===== config.mk =====
export PLATFORM = sky130hd
export DESIGN_NAME = decode_stage
export DESIGN_NICKNAME = d
export VERILOG_FILES = /design/src/rtl/decode_pkg.sv /design/src/rtl/decode_comb.sv /design/src/rtl/decode_stage.sv
export SDC_FILE = /design/constraint.sdc
export NUM_CORES = 1
export LEC_CHECK = 0
export BUFFER_PORTS_ARGS = -buffer_cell sky130_fd_sc_hd__buf_2
export CORE_ASPECT_RATIO = 1.25
export CORE_MARGIN = 3
export CORE_UTILIZATION = 45
export CTS_CLUSTER_DIAMETER = 120
export DETAILED_ROUTE_END_ITERATION = 10
export PLACE_DENSITY_LB_ADDON = 0.12
export SLEW_MARGIN = 25
export SYNTH_ARGS = -nofsm -noshare
export SYNTH_HDL_FRONTEND = slang
export SYNTH_HIERARCHICAL = 1
export SYNTH_SLANG_ARGS = --single-unit

===== constraint.sdc =====
create_clock -name clk -period 11.4 [get_ports clk]
set_input_delay 0.57 -clock clk [delete_from_list [all_inputs] [get_ports clk]]
set_output_delay 0.57 -clock clk [all_outputs]
set_load 0.005 [all_outputs]

===== src/rtl/decode_pkg.sv =====
// Shared types and constants for the RV32I(+M) decode stage.
//   fault_ty_t     : fetch fault type carried alongside each instruction
//   op_class_t     : coarse operation class handed to issue
//   OPC_*          : 7-bit major opcodes
//   decoded_inst_t : decoded bundle presented downstream
package decode_pkg;

  localparam int unsigned XLEN    = 32;
  localparam int unsigned FAULT_W = 2;

  typedef logic [FAULT_W-1:0] fault_ty_t;

  typedef enum logic [3:0] {
    OP_ALU,
    OP_ALUI,
    OP_LOAD,
    OP_STORE,
    OP_BR,
    OP_JAL,
    OP_JALR,
    OP_LUI,
    OP_AUIPC,
    OP_SYS,
    OP_FENCE,
    OP_MULDIV
  } op_class_t;

  localparam logic [6:0] OPC_LUI    = 7'b0110111;
  localparam logic [6:0] OPC_AUIPC  = 7'b0010111;
  localparam logic [6:0] OPC_JAL    = 7'b1101111;
  localparam logic [6:0] OPC_JALR   = 7'b1100111;
  localparam logic [6:0] OPC_BR     = 7'b1100011;
  localparam logic [6:0] OPC_LOAD   = 7'b0000011;
  localparam logic [6:0] OPC_STORE  = 7'b0100011;
  localparam logic [6:0] OPC_OPIMM  = 7'b0010011;
  localparam logic [6:0] OPC_OP     = 7'b0110011;
  localparam logic [6:0] OPC_FENCE  = 7'b0001111;
  localparam logic [6:0] OPC_SYSTEM = 7'b1110011;

  typedef struct packed {
    logic [XLEN-1:0] addr;
    op_class_t       op;
    logic [2:0]      funct3;
    logic            funct7b5;
    logic [4:0]      rd;
    logic [4:0]      rs1;
    logic [4:0]      rs2;
    logic [XLEN-1:0] imm;
    logic            wb_en;
    logic            is_br;
    logic            is_jmp;
    logic            illegal;
    logic            error;
    fault_ty_t       errty;
  } decoded_inst_t;

endpackage


===== src/rtl/decode_comb.sv =====
// Purely combinational RV32I(+M) decoder: {addr, inst, error, errty} -> decoded_inst_t.
// Ports:
//   addr  in  : instruction PC (passed through)
//   inst  in  : raw instruction word
//   error in  : fetch fault; when set, inst is ignored and op=SYS
//   errty in  : fetch fault type (passed through)
//   dec   out : decoded bundle
// Configuration: define RV_M_EN to decode OP/funct7=0000001 as MULDIV;
// otherwise those encodings are illegal.
// Register fields are extracted raw for every format; illegal encodings keep
// their natural class (unknown opcodes report SYS) and never write back.
module decode_comb
  import decode_pkg::*;
(
  input  logic [31:0]   addr,
  input  logic [31:0]   inst,
  input  logic          error,
  input  fault_ty_t     errty,
  output decoded_inst_t dec
);

  logic [6:0]  opcode;
  logic [2:0]  f3;
  logic [6:0]  f7;
  logic [31:0] imm_i, imm_s, imm_b, imm_u, imm_j;

  assign opcode = inst[6:0];
  assign f3     = inst[14:12];
  assign f7     = inst[31:25];

  assign imm_i = {{21{inst[31]}}, inst[30:20]};
  assign imm_s = {{21{inst[31]}}, inst[30:25], inst[11:7]};
  assign imm_b = {{20{inst[31]}}, inst[7], inst[30:25], inst[11:8], 1'b0};
  assign imm_u = {inst[31:12], 12'b0};
  assign imm_j = {{12{inst[31]}}, inst[19:12], inst[20], inst[30:21], 1'b0};

  always_comb begin
    dec       = '0;
    dec.addr  = addr;
    dec.error = error;
    dec.errty = errty;
    if (error) begin
      dec.op = OP_SYS;
    end else begin
      dec.funct3   = f3;
      dec.funct7b5 = inst[30];
      dec.rd       = inst[11:7];
      dec.rs1      = inst[19:15];
      dec.rs2      = inst[24:20];
      case (opcode)
        OPC_LUI:    begin dec.op = OP_LUI;   dec.imm = imm_u; end
        OPC_AUIPC:  begin dec.op = OP_AUIPC; dec.imm = imm_u; end
        OPC_JAL:    begin dec.op = OP_JAL;   dec.imm = imm_j; end
        OPC_JALR: begin
          dec.op      = OP_JALR;
          dec.imm     = imm_i;
          dec.illegal = (f3 != 3'b000);
        end
        OPC_BR: begin
          dec.op      = OP_BR;
          dec.imm     = imm_b;
          dec.illegal = (f3 == 3'b010) || (f3 == 3'b011);
        end
        OPC_LOAD: begin
          dec.op      = OP_LOAD;
          dec.imm     = imm_i;
          dec.illegal = (f3 == 3'b011) || (f3[2:1] == 2'b11);
        end
        OPC_STORE: begin
          dec.op      = OP_STORE;
          dec.imm     = imm_s;
          dec.illegal = (f3[2] || f3 == 3'b011);
        end
        OPC_OPIMM:  begin dec.op = OP_ALUI;  dec.imm = imm_i; end
        OPC_OP: begin
          dec.op = OP_ALU;
          if (f7 == 7'b0000001) begin
`ifdef RV_M_EN
            dec.op = OP_MULDIV;
`else
            dec.illegal = 1'b1;
`endif
          end else if (f7 == 7'b0100000) begin
            // Only SUB and SRA use the alternate funct7.
            dec.illegal = !((f3 == 3'b000) || (f3 == 3'b101));
          end else begin
            dec.illegal = (f7 != 7'b0000000);
          end
        end
        OPC_FENCE:  begin dec.op = OP_FENCE; dec.imm = imm_i; end
        OPC_SYSTEM: begin dec.op = OP_SYS;   dec.imm = imm_i; end
        default: begin
          dec.op      = OP_SYS;
          dec.illegal = 1'b1;
        end
      endcase
      dec.wb_en  = !dec.illegal && (dec.rd != 5'd0) &&
                   !(dec.op inside {OP_STORE, OP_BR, OP_FENCE});
      dec.is_br  = !dec.illegal && (dec.op == OP_BR);
      dec.is_jmp = !dec.illegal && (dec.op inside {OP_JAL, OP_JALR});
    end
  end

endmodule


===== src/rtl/decode_stage.sv =====
// Decode stage between the fetch instruction queue and issue/register-read.
// Accepts {addr, inst, error, errty} on a valid/ready handshake, decodes it
// through decode_comb and presents the bundle via a 2-entry skid buffer
// (main + skid). in_ready is !skid_valid, so it never depends on out_ready
// combinationally. flush drops both entries and the input offered that cycle.
// Ports:
//   clk, reset (async, active-high), flush
//   in_valid/in_ready, in_addr, in_inst, in_error, in_errty : upstream
//   out_valid/out_ready, out_inst                           : downstream
// Configuration: RV_M_EN enables M-extension decode in decode_comb.
module decode_stage
  import decode_pkg::*;
#(
  parameter int unsigned XLEN    = 32,
  parameter int unsigned FAULT_W = 2
) (
  input  logic               clk,
  input  logic               reset,
  input  logic               flush,
  input  logic               in_valid,
  output logic               in_ready,
  input  logic [XLEN-1:0]    in_addr,
  input  logic [31:0]        in_inst,
  input  logic               in_error,
  input  logic [FAULT_W-1:0] in_errty,
  output logic               out_valid,
  input  logic               out_ready,
  output decoded_inst_t      out_inst
);

  decoded_inst_t dec, main_q, skid_q;
  logic          main_v, skid_v;
  logic          push, pop;

  decode_comb u_decode_comb (
    .addr  (in_addr),
    .inst  (in_inst),
    .error (in_error),
    .errty (in_errty),
    .dec   (dec)
  );

  assign in_ready  = !skid_v;
  assign out_valid = main_v;
  assign out_inst  = main_q;
  assign push      = in_valid && !skid_v;
  assign pop       = main_v && out_ready;

  // skid_v implies main_v, so skid is only ever loaded while main stalls and
  // only ever drained into main; a push while skid is full cannot happen.
  always_ff @(posedge clk or posedge reset) begin
    if (reset) begin
      main_v <= 1'b0;
      skid_v <= 1'b0;
      main_q <= '0;
      skid_q <= '0;
    end else if (flush) begin
      main_v <= 1'b0;
      skid_v <= 1'b0;
    end else if (!main_v || pop) begin
      if (skid_v) begin
        main_q <= skid_q;
        main_v <= 1'b1;
        skid_v <= 1'b0;
      end else begin
        main_v <= push;
        if (push) main_q <= dec;
      end
    end else if (push) begin
      skid_q <= dec;
      skid_v <= 1'b1;
    end
  end

endmodule


==> run metrics, run 1 <==
outcome finished clean; io pins ~170; synthesis-to-finish area growth 12.2%; top-area cell type share of the netlist area 0.479; placed cell area roughly 11000 um2; Async SR Flop Fraction 1.00; sequential power share 0.486; row cnt 60; Final Skew ~8.2 ps; Top FF cell, synth dfrtp_1; DP HPWL approximately 15 mm; CP required between 10000 and 15000 ps; GRT Overall Usage 0.184; Clock Latency Late Sink approximately 430 ps; die span in x 139 um; clock-pin transition on the worst setup and hold timing paths approximately 80 ps; synth warn 6; Critical Path Fanout Max 59; PwrDens around 150 nW/um2; Total Power 1.65 mW; Final Core Density 0.515; Post-synth EDFFs 0; sequential fraction of the synthesis area 0.479; CP Data Arrival Time 3310 ps; Hold Crit Class primary input to async pin; IO Port Bufs about 170; Die ar. about 24000 um2; # clock sinks 190; # hold bufs at CTS 0; Clock power frac 0.363; Initial Utilization 0.459; Int Pwr roughly 1.2 mW; Max Fclk about 330 MHz; post-synthesis compound-gate area fraction 0.0470; CP Class flip-flop to flip-flop; Longest Clk Path Bufs 2; DRC viols 0; total of max-cap violations 0; Post-Synth XOR/XNOR Area 0.00265; htree depth 4; post-CTS setup buffers 0; post-route ant nets 0; pre-CTS setup slack 8390 ps; Final Hold Fails 0; number of buffers created by CTS 17; element type at the critical path end flip-flop; initial antenna violation count 3; RSZ-0062 raised after global routing false; CTS root buf clkbuf_16; nets roughly 920; crit share post-route 0.263; Core Box Area 21600 um2; synthesized cell area 9920 um2; Fillers 1934; global-route wire length before repair 35.1 mm; share of cells above drive strength 1 0.600; die height about 170 um; Critical Path Start Type flip-flop; Synth Area in Adders 0; Pleak around 5.5 nW; largest net degree at the start of global routing 122; TritonCTS clock tree done; gr ovfl total 0; number of global-route vias before repair approximately 6500; power share of the combinational group 0.151; post-synthesis mux area share 0.343; sw frac 0.257; crit path setup slack, layout 8400 ps; largest family of logic cells by synthesized area multiplexers; Via density 5.31; setup_tns 0 ps; Final min period between 3000 and 4000 ps; Worst Max-Slew Pin Slew 935 ps; Placer Congestion roughly 0.84; DR vias 6048; commonest cells in the netlist mux2_2, dfrtp_1, mux2_4; Mapped Nets just over 800; top-count cell post-synth mux2_2; Unique masters post-synth 51; Post-Synth Simple-Gate Area 0.0612; synthesis-stage register bit count between 150 and 200; FF-to-FF setup slack ~8400 ps; final WL 21.8 mm; Syn Inst Count ~730; drt first pass iters 4; DRT iter0 DRCs a little over 200; routed len/inst roughly 19 um; final-report max-slew violation count 0; net switching power figure 426 uW; PostCTS Resize Cnt 0; peak supply drop around 100 uV; Slew HR 0.377; synth top area cells dfrtp_1, mux2_2, mux2_4, buf_6, buf_4; Syn Area/Cell approximately 14 um2; cell taking the most area after synthesis dfrtp_1; Final Setup Violations 0; final non-filler cell area about 11000 um2
-- cell usage in the layout, fill, tap and decap left out, types with 5 or more instances in the layout --
cell type and n:
nor2_1 21, and2_1 7, mux2_2 221, a22oi_1 5, nand2b_1 5, mux2_4 60
nor2b_1 23, a21o_1 6, dfrtp_1 189, inv_8 5, clkbuf_16 17, nand2_1 23
nor3_1 8, a21oi_2 11, a21oi_1 13, o21ai_0 6, buf_2 167, buf_4 5
-- critical path, stage by stage (launching register included) --
cell	delay [ps]
dfrtp_4	790
nor2_1	160
nand3_4	600
buf_4	840
mux2_2	420
-- logic make-up (layout without fill, tap and decap cells) --
logic type | Yosys count | in the layout
xor+xnor | 3 | 3
buf+inv | 85 | 209
other cells | 0 | 3
compound gates | 63 | 63
flops | 190 | 190
mux | 282 | 282
simple gates | 111 | 111
-- metal layers --
layer  GRT usage  share of wire  up-vias
li1            -              -     2792
met1       0.230           0.43     3075
met2       0.314           0.50      157
met3      0.0506          0.051       22
met4      0.0549          0.019        2
met5           0        0.00060        -
-- sequential cells by signal (all words and copies together) (netlist names) --
name,cells
out_valid,1
skid_q,94
out_inst,94
skid_v,1
-- final cells by class --
| class | instances | area (um2) | share of cell area |
|---|---|---|---|
| inverter | 5 | 26.3 | 0.00236 |
| clock buffer | 19 | 453 | 0.0407 |
| clock inverter | 13 | 148 | 0.0133 |
| timing repair buffer | 172 | 873 | 0.0784 |
| tap | 279 | 349 | 0.0314 |
| multi-input combinational | 459 | 4520 | 0.406 |
| sequential | 190 | 4760 | 0.427 |
| antenna | 3 | 7.51 | 0.000674 |
-- stage by stage --
step	hold WS [ps]	std cells
after floorplan	474	734
after global placement	466	1105
after detailed placement	488	1105
after CTS	334	1137
after global routing	357	1139
final	292	1140
-- power groups by stage --
stage	registers [mW]	logic [mW]	clock network [mW]
after floorplan	0.809	0.179	0
after detailed placement	0.817	0.254	0
after global routing	0.815	0.274	0.651
after CTS	0.805	0.255	0.619
final	0.805	0.250	0.600
after global placement	0.811	0.247	0
-- final timing paths --
| path | from | to | cells after the start |
|---|---|---|---|
| min in group clk | flush | out_valid | 2 |
| worst min-delay path | reset | skid_q[75] | 2 |
| worst min register to register | skid_q[55] | skid_q[55] | 1 |
| worst max register to register | skid_v | skid_q[31] | 4 |
| worst max-delay path | skid_v | skid_q[31] | 4 |
| max in group asynchronous | reset | out_inst[56] | 3 |
Note: power is estimated with default switching activity, not from simulation.
==> run 2: changes to the inputs <==
==> constraint.sdc (replaced) <==
create_clock -name clk -period 3.1 [get_ports clk]
set_input_delay 0.155 -clock clk [delete_from_list [all_inputs] [get_ports clk]]
set_output_delay 0.155 -clock clk [all_outputs]
set_load 0.005 [all_outputs]
==> run metrics, run 2 (synthesis results as in run 1) <==
initial antenna violation count 2 (-1); GRT Overall Usage 0.192 (+0.00783); Worst path max stage delay 560 ps (-280 ps); htree depth 4 (unchanged); Via density 5.30 (about the same); RSZ-0062 raised after global routing false; CP Class flip-flop to flip-flop; CTS root buf clkbuf_16; global-route wire length before repair 36.5 mm (+3.9%); placed insts 1111 (+0.54%); row cnt 60 (unchanged); post-route ant nets 0 (unchanged); DRC viols 0 (unchanged); setup_tns 0 ps (unchanged); Clock Latency Late Sink 440 ps (about the same); CP Cell Sequence nor2b_1 -> nor3_4 -> buf_4 -> mux2_2; element type at the critical path end flip-flop; Slew HR 0.465 (+0.0880); Post-Layout Cell Count 1180 (+3.5%); outcome finished clean; number of buffers created by CTS 17 (unchanged); number of global-route vias before repair 6575 (+1.5%); final-report max-slew violation count 0 (unchanged); Initial Utilization 0.459 (unchanged); met1 WL 9.52 mm (+2.8%); most frequent cells in the layout mux2_2, dfrtp_1, buf_2, mux2_4, dlygate4sd3_1; Top Metal Used met5; crit share post-route 0.625 (+0.362); Placer Congestion 0.836 (-0.90%); CP required 3420 ps (-8290 ps); Hold Crit Class primary input to flip-flop; gr ovfl total 0 (unchanged); drt first pass iters 5 (+1); slowest CP cell buf_4; clock-pin transition on the worst setup and hold timing paths 70 ps (about the same); metal2 WL 11.6 mm (+5.7%); commonest non-fill, non-tap cell in the layout mux2_2; Critical Path Fanout Max 46 (-22%); TritonCTS clock tree done; routed len/inst 19.3 um (+1.0%); DR vias 6257 (+3.5%); CP delay by family, top buffers and inverters; met3 wire len 1.21 mm (+8.1%); Core Box Area 21600 um2 (unchanged); DRT iter0 DRCs 250 (+21%); share of cells above drive strength 1 0.578 (-0.0220); die height 172 um (unchanged); largest net degree at the start of global routing 61 (-50%); buffers plus inverters on the worst setup path 1 (unchanged); synthesis-to-finish area growth 16.5%; Final Skew 14.9 ps (+6.74 ps); Critical Path Start Type flip-flop; total of max-cap violations 0 (unchanged); final WL 22.8 mm (+4.6%); Final Hold Fails 0 (unchanged); Max Fclk 516 MHz (+55%); PwrDens 526 nW/um2 (+250%); nets 960 (+4.7%); die span in x 139 um (unchanged); io pins 168 (unchanged); IO Port Bufs 167 (unchanged); CP Data Arrival Time 2250 ps (-1060 ps); crit path setup slack, layout 1160 ps (-7230 ps); Final min period 1940 ps (-1070 ps); # clock sinks 190 (unchanged); Final Setup Violations 0 (unchanged); pre-CTS setup slack 896 ps (-7500 ps); Pleak 5.68 nW (+3.2%); peak supply drop 378 uV (+270%); antenna cells 0 (-3); Worst Max-Slew Pin Slew 803 ps (-132 ps); DP HPWL 15.7 mm (+4.0%); Die ar. 23900 um2 (unchanged); Longest Clk Path Bufs 2 (unchanged)
run 2: cell types whose count changed in the layout (fill, tap and decap cells not counted), sizes merged:
| cell | change |
|---|---|
| buf | +7 |
| bufinv | -1 |
| clkbuf | -1 |
| clkinv | -1 |
| clkinvlp | +2 |
| diode | -3 |
| dlygate4sd3 | +36 |
| inv | +1 |
run 2: final cells by class:
type	instances	area (um2)
fill	1878	10100
clock buffer	18	429
inverter	5	22.5
sequential	190	4760
clock inverter	14	148
timing repair buffer	215	1340
tap	279	349
multi-input combinational	459	4520
run 2: power by group:
part | switching (mW) | total (mW) | internal [mW] | leakage (nW)
clock | 1.06 | 2.15 | 1.08 | 0.277
combinational | 0.397 | 0.975 | 0.578 | 2.95
sequential | 0.165 | 2.96 | 2.79 | 2.45
total | 1.63 | 6.08 | 4.45 | 5.68
run 2: what timing repair did:
| action | in CTS | in global routing |
|---|---|---|
| hold buffers | 36 | 0 |
| buffers inserted | 0 | 0 |
| hold endpoints to repair | 75 | 0 |
| gates resized for setup | 0 | 0 |
run 2: per-layer routing:
metal	up-vias	track usage
met2	175	0.330
met3	28	0.0462
li1	2869	-
met4	4	0.0562
met5	-	0
met1	3181	0.242
run 2: final timing paths:
check                             start      endpoint  slack (ps)  depth (start not counted)
max reg2reg                   out_valid  out_inst[39]        1160                          4
min                           out_ready        skid_v          40                          3
min reg2reg                out_inst[71]  out_inst[71]         500                          1
max in group asynchronous         reset  out_inst[64]        1860                          5
min in group asynchronous         reset    skid_q[54]         260                          3
max                           out_valid  out_inst[39]        1160                          4
run 2: worst register-to-register path, cell delays in order (launching register included):
cell and delay (ps):
dfrtp_1 390, nor2b_1 200, nor3_4 240, buf_4 560, mux2_2 440
run 2: stage by stage:
step,utilization,power [mW],hold WS (ps),instance area (um2)
after floorplan,-,3.63,218,9920
after global placement,0.491,3.90,383,10600
after detailed placement,0.491,3.95,404,10600
after CTS,0.534,6.16,9.49,11500
after global routing,0.535,6.39,31.2,11600
final,0.535,6.08,37.5,11600
